==> src/rtl/reg_port_arbiter.sv <==
// Shares one register-file port between the SPI slave (req 0) and two status updaters (req 1/2).
// Ack comes 2 cycles after grant for writes, 2+RD_LATENCY for reads; requesters hold req until ack.
module reg_port_arbiter #(
  parameter int RD_LATENCY   = 1,
  parameter int STARVE_LIMIT = 4
) (
  input  logic        clock,
  input  logic        reset,
  input  logic [2:0]  req,
  input  logic [2:0]  req_we,
  input  logic [17:0] req_addr,
  input  logic [23:0] req_wdata,
  output logic [2:0]  ack,
  output logic [7:0]  ack_rdata,
  output logic [5:0]  address,
  output logic        write_en,
  output logic [7:0]  wr_data,
  output logic        read_en,
  input  logic [7:0]  rd_data,
  output logic        busy,
  output logic [1:0]  grant_id
);

  typedef enum logic [2:0] {IDLE, WRITE, READ, WAIT, ACK} state_t;

  localparam logic [3:0] STARVE_MAX = 4'(STARVE_LIMIT);
  localparam logic [1:0] WAIT_LAST  = 2'(RD_LATENCY - 1);

  state_t     state;
  logic [3:0] starve_cnt;
  logic       rr_pick2;
  logic [1:0] wait_cnt;
  logic       low_pending;
  logic [1:0] win;
  logic       win_we;
  logic [5:0] win_addr;
  logic [7:0] win_wdata;

  assign low_pending = req[1] | req[2];

  // Requester 0 normally wins; once it has starved 1/2 for STARVE_LIMIT grants, 1/2 get one turn.
  always_comb begin
    win = 2'd0;
    if (req[0] && !(low_pending && starve_cnt == STARVE_MAX)) win = 2'd0;
    else if (req[1] && req[2])                                win = rr_pick2 ? 2'd2 : 2'd1;
    else if (req[1])                                          win = 2'd1;
    else if (req[2])                                          win = 2'd2;
  end

  always_comb begin
    win_we    = req_we[0];
    win_addr  = req_addr[5:0];
    win_wdata = req_wdata[7:0];
    case (win)
      2'd1: begin
        win_we    = req_we[1];
        win_addr  = req_addr[11:6];
        win_wdata = req_wdata[15:8];
      end
      2'd2: begin
        win_we    = req_we[2];
        win_addr  = req_addr[17:12];
        win_wdata = req_wdata[23:16];
      end
      default: ;
    endcase
  end

  always_ff @(posedge clock or posedge reset) begin
    if (reset) begin
      state      <= IDLE;
      ack        <= 3'b000;
      ack_rdata  <= 8'h00;
      address    <= 6'h00;
      write_en   <= 1'b0;
      wr_data    <= 8'h00;
      read_en    <= 1'b0;
      busy       <= 1'b0;
      grant_id   <= 2'd0;
      starve_cnt <= 4'd0;
      rr_pick2   <= 1'b0;
      wait_cnt   <= 2'd0;
    end else begin
      ack      <= 3'b000;
      write_en <= 1'b0;
      read_en  <= 1'b0;
      case (state)
        IDLE: begin
          if (|req) begin
            grant_id <= win;
            address  <= win_addr;
            busy     <= 1'b1;
            if (win_we) begin
              wr_data  <= win_wdata;
              write_en <= 1'b1;
              state    <= WRITE;
            end else begin
              read_en <= 1'b1;
              state   <= READ;
            end
            if (win == 2'd0) begin
              if (low_pending && starve_cnt < STARVE_MAX) starve_cnt <= starve_cnt + 4'd1;
            end else begin
              starve_cnt <= 4'd0;
              rr_pick2   <= (win == 2'd1);
            end
          end
        end
        WRITE: begin
          ack   <= 3'b001 << grant_id;
          state <= ACK;
        end
        READ: begin
          wait_cnt <= WAIT_LAST;
          state    <= WAIT;
        end
        WAIT: begin
          if (wait_cnt == 2'd0) begin
            ack_rdata <= rd_data;
            ack       <= 3'b001 << grant_id;
            state     <= ACK;
          end else begin
            wait_cnt <= wait_cnt - 2'd1;
          end
        end
        ACK: begin
          busy  <= 1'b0;
          state <= IDLE;
        end
        default: state <= IDLE;
      endcase
    end
  end

endmodule

==> config.mk <==
export PLATFORM = sky130hd
export DESIGN_NAME = reg_port_arbiter
export DESIGN_NICKNAME = d
export VERILOG_FILES = /design/src/rtl/reg_port_arbiter.sv
export SDC_FILE = /design/constraint.sdc
export NUM_CORES = 1
export LEC_CHECK = 0
export BUFFER_PORTS_ARGS = -buffer_cell sky130_fd_sc_hd__buf_2
export CAP_MARGIN = 20
export CORE_MARGIN = 1.5
export CORE_UTILIZATION = 30
export CTS_BUF_LIST = sky130_fd_sc_hd__clkbuf_2
export CTS_CLUSTER_DIAMETER = 120
export CTS_CLUSTER_SIZE = 24
export DETAILED_ROUTE_END_ITERATION = 7
export GPL_ROUTABILITY_DRIVEN = 0
export PLACE_DENSITY = 0.52
export SYNTH_ARGS = -nofsm -noshare
export SYNTH_HDL_FRONTEND = slang
export SYNTH_SLANG_ARGS = --single-unit
==> constraint.sdc <==
create_clock -name clock -period 2.8 [get_ports clock]
set_input_delay 0.14 -clock clock [delete_from_list [all_inputs] [get_ports clock]]
set_output_delay 0.14 -clock clock [all_outputs]
set_load 0.1 [all_outputs]
==> load_flow_metrics.sql <==
INSERT INTO impl_metrics (metric_group, metric, value, unit) VALUES
('status', 'run_status', 'completed', ''),
('route', 'post-route-drc-count', '0', ''),
('sta', 'timing_worst_slew_pin_value', '0.547', 'ns'),
('clock_tree', 'number_of_setup_buffers_added_after_cts', '0', ''),
('route', 'drt_wl_total', '4460', 'um'),
('clock_tree', 'postCtsResizedCells', '0', ''),
('clock_tree', 'cts_sinks', '40', ''),
('die', 'initial_core_utilization', '0.311', ''),
('critical_path', 'cp_slowest_stage_delay', '0.42', 'ns'),
('route', 'detail_route.wl_per_cell', '12.2', 'um'),
('synthesis', 'synth_ff_type', 'dfrtp_1', ''),
('critical_path', 'r2r.worst_path.cells', '9', ''),
('min_path', 'hold_depth', '3', ''),
('synthesis', 'synth_area', '0.00197', 'sq mm'),
('synthesis', 'synth.distinct_cells', '27', ''),
('route', 'via_count', '1662', ''),
('clock_tree', 'cts_buffers', '5', ''),
('grt', 'grt-ovfl-total', '0', ''),
('die', 'die_w', '84.1', 'um'),
('die', 'rows', '29', ''),
('critical_path', 'r2r_setup_slack', '0.58', 'ns'),
('min_path', 'hold_path_class', 'primary input to register', ''),
('grt', 'track_usage', '0.132', ''),
('sta', 'report.final.setup_viol', '0', ''),
('route', 'first_drt_iteration_drcs', '43', ''),
('synthesis', 'avgSynthCellArea', '10.5', 'sq um'),
('sta', 'timing.final.max_slew_violations', '0', ''),
('route', 'drt-pass1-iter-count', '4', ''),
('synthesis', 'synth.net_count', '252', ''),
('critical_path', 'worstSetupPathType', 'register to register', ''),
('synthesis', 'synth.ff_latch_count', '40', ''),
('final_layout', 'num_antenna_cells', '0', ''),
('route', 'met1Wirelength', '1940', 'um'),
('min_path', 'worst_hold_startpoint', 'req_addr[4]', ''),
('die', 'dieHeight', '84.1', 'um'),
('clock_tree', 'cts_hold_buffers', '11', ''),
('clock_tree', 'clkTransAtPathRegs', '0.20', 'ns'),
('sta', 'rsz_0062_raised_after_global_routing', 'false', ''),
('critical_path', 'most_frequent_cell_on_the_critical_path', 'ha_1', ''),
('placed_design', 'port-buffer-count', '87', ''),
('clock_tree', 'cts.path.max_buffers', '2', ''),
('critical_path', 'worstReg2RegEnd', 'wr_data[6]', ''),
('critical_path', 'worst_setup_path_start_kind', 'register', ''),
('sta', 'period_share', '0.791', ''),
('die', 'boundaryPins', '88', ''),
('final_layout', 'net_total_in_the_final_layout', '353', ''),
('route', 'wl_met2', '2230', 'um'),
('synthesis', 'netlist_top_cells_count', 'dfrtp_1 (40), nand2_1 (26), o21ai_0 (18)', ''),
('sta', 'max_clock_freq', '0.451', 'GHz'),
('sta', 'hold_viol', '0', ''),
('sta', 'tightest_hold_margin', '0.0293', 'ns'),
('die', 'core_region_area', '0.00635', 'sq mm'),
('critical_path', 'cp_max_fo', '9', ''),
('synthesis', 'ys_seq_area_frac', '0.508', ''),
('synthesis', 'library_cell_occupying_the_most_area_in_the_post_synthesis_netlist', 'dfrtp_1', ''),
('die', 'fp.dieArea', '0.00707', 'sq mm'),
('clock_tree', 'tritoncts', 'yes', ''),
('critical_path', 'timing.critical_path.arrival', '2.51', 'ns'),
('clock_tree', 'clock_insertion_delay_worst_skew', '0.39', 'ns'),
('critical_path', 'crit_slowest_cell', 'dfrtp_1', ''),
('synthesis', 'post-synth-top-count-cell', 'dfrtp_1', ''),
('grt', 'grt_pass1_wl', '7660', 'um'),
('route', 'vias_per_cell', '4.53', ''),
('placed_design', 'place.detailed.hpwl', '3310', 'um'),
('synthesis', 'netlist_instances', '188', ''),
('final_layout', 'share_of_cells_above_drive_strength_1', '0.421', ''),
('sta', 'finalWorstPathRequiredPeriod', '2.22', 'ns'),
('synthesis', 'ys_top_cells_by_area', 'dfrtp_1 (51%), mux2_4 (6.1%), a22oi_1 (5.7%)', ''),
('synthesis', 'synth_warnings', '0', ''),
('route', 'ant_nets_after_route', '0', ''),
('route', 'maxUsedRoutingLayer', 'met4', '');
-- worst max-delay path by stage --
stage                             start          to  slack [ns]  cells past startpoint
after global routing      starve_cnt[0]  wr_data[0]        0.42                      9
after floorplan           starve_cnt[0]  wr_data[0]        0.60                     10
after global placement    starve_cnt[0]  wr_data[1]        0.66                      9
after detailed placement  starve_cnt[0]  wr_data[5]        0.60                      9
after CTS                 starve_cnt[0]  wr_data[6]        0.55                      9
final                     starve_cnt[0]  wr_data[6]        0.58                      9
-- flip-flops by register name, summed over array words and instances, names as in the netlist --
register,count
ack_rdata,8
ack,3
grant_id,2
read_en,1
address,6
wait_cnt,2
starve_cnt,4
state,3
write_en,1
rr_pick2,1
busy,1
wr_data,8
-- critical path, delay by kind of cell, from the launching register on --
kind,cells,cell delay [ns]
adders and majority gates,2,0.52
and+or+nand+nor,4,0.49
DFF,1,0.42
muxes,1,0.32
AOI/OAI and AO/OA,1,0.27
buffers and inverters,1,0.10
-- cell families (layout without fill, tap and decap cells) --
| logic type | Yosys count | count (layout) | synth area share |
|---|---|---|---|
| adder cells (fa/ha/maj) | 6 | 6 | 0.0381 |
| multiplexers | 17 | 17 | 0.112 |
| flip-flops | 40 | 40 | 0.508 |
| buffers and inverters | 18 | 120 | 0.0419 |
| AND/OR/NAND/NOR | 58 | 58 | 0.148 |
| AO/OA/AOI/OAI | 49 | 49 | 0.152 |
-- cell type report --
type                            instances  area, sq um
Multi-Input combinational cell        130          888
Clock buffer                            7         35.0
Tap cell                               77         96.3
Sequential cell                        40         1000
Inverter                                9         33.8
Fill cell                             623         3710
Clock inverter                          1         3.75
Timing Repair Buffer                  103          583
-- metal layers --
metal  track usage  vias to the layer above
li1              -                      858
met1         0.163                      749
met2         0.229                       49
met3        0.0326                        6
met4        0.0373                        0
met5             0                        -
-- stage by stage --
step                worst slack (ns)  cells  area [sq um]
detailed placement             0.601    348          2490
global route                   0.417    367          2640
global placement               0.657    348          2490
floorplan                      0.597    188          1970
CTS                            0.549    367          2640
finish                         0.584    367          2640
-- cells in the final DEF, fill, tap and decap left out, drive strengths merged, types with 2 or more instances in the layout --
cell,count
o21ai,19
dfrtp,40
nor2,12
nand2,26
o31ai,3
nor2b,3
a21oi,10
ha,6
mux2,17
dlygate4sd3,11
inv,9
nand2b,4
a22oi,15
or3,2
nand3,5
buf,92
nor3,2
nor3b,2
clkbuf,7
Power is not shown: default switching activity piles up to over one toggle a cycle in this logic, so the estimate is an artifact.
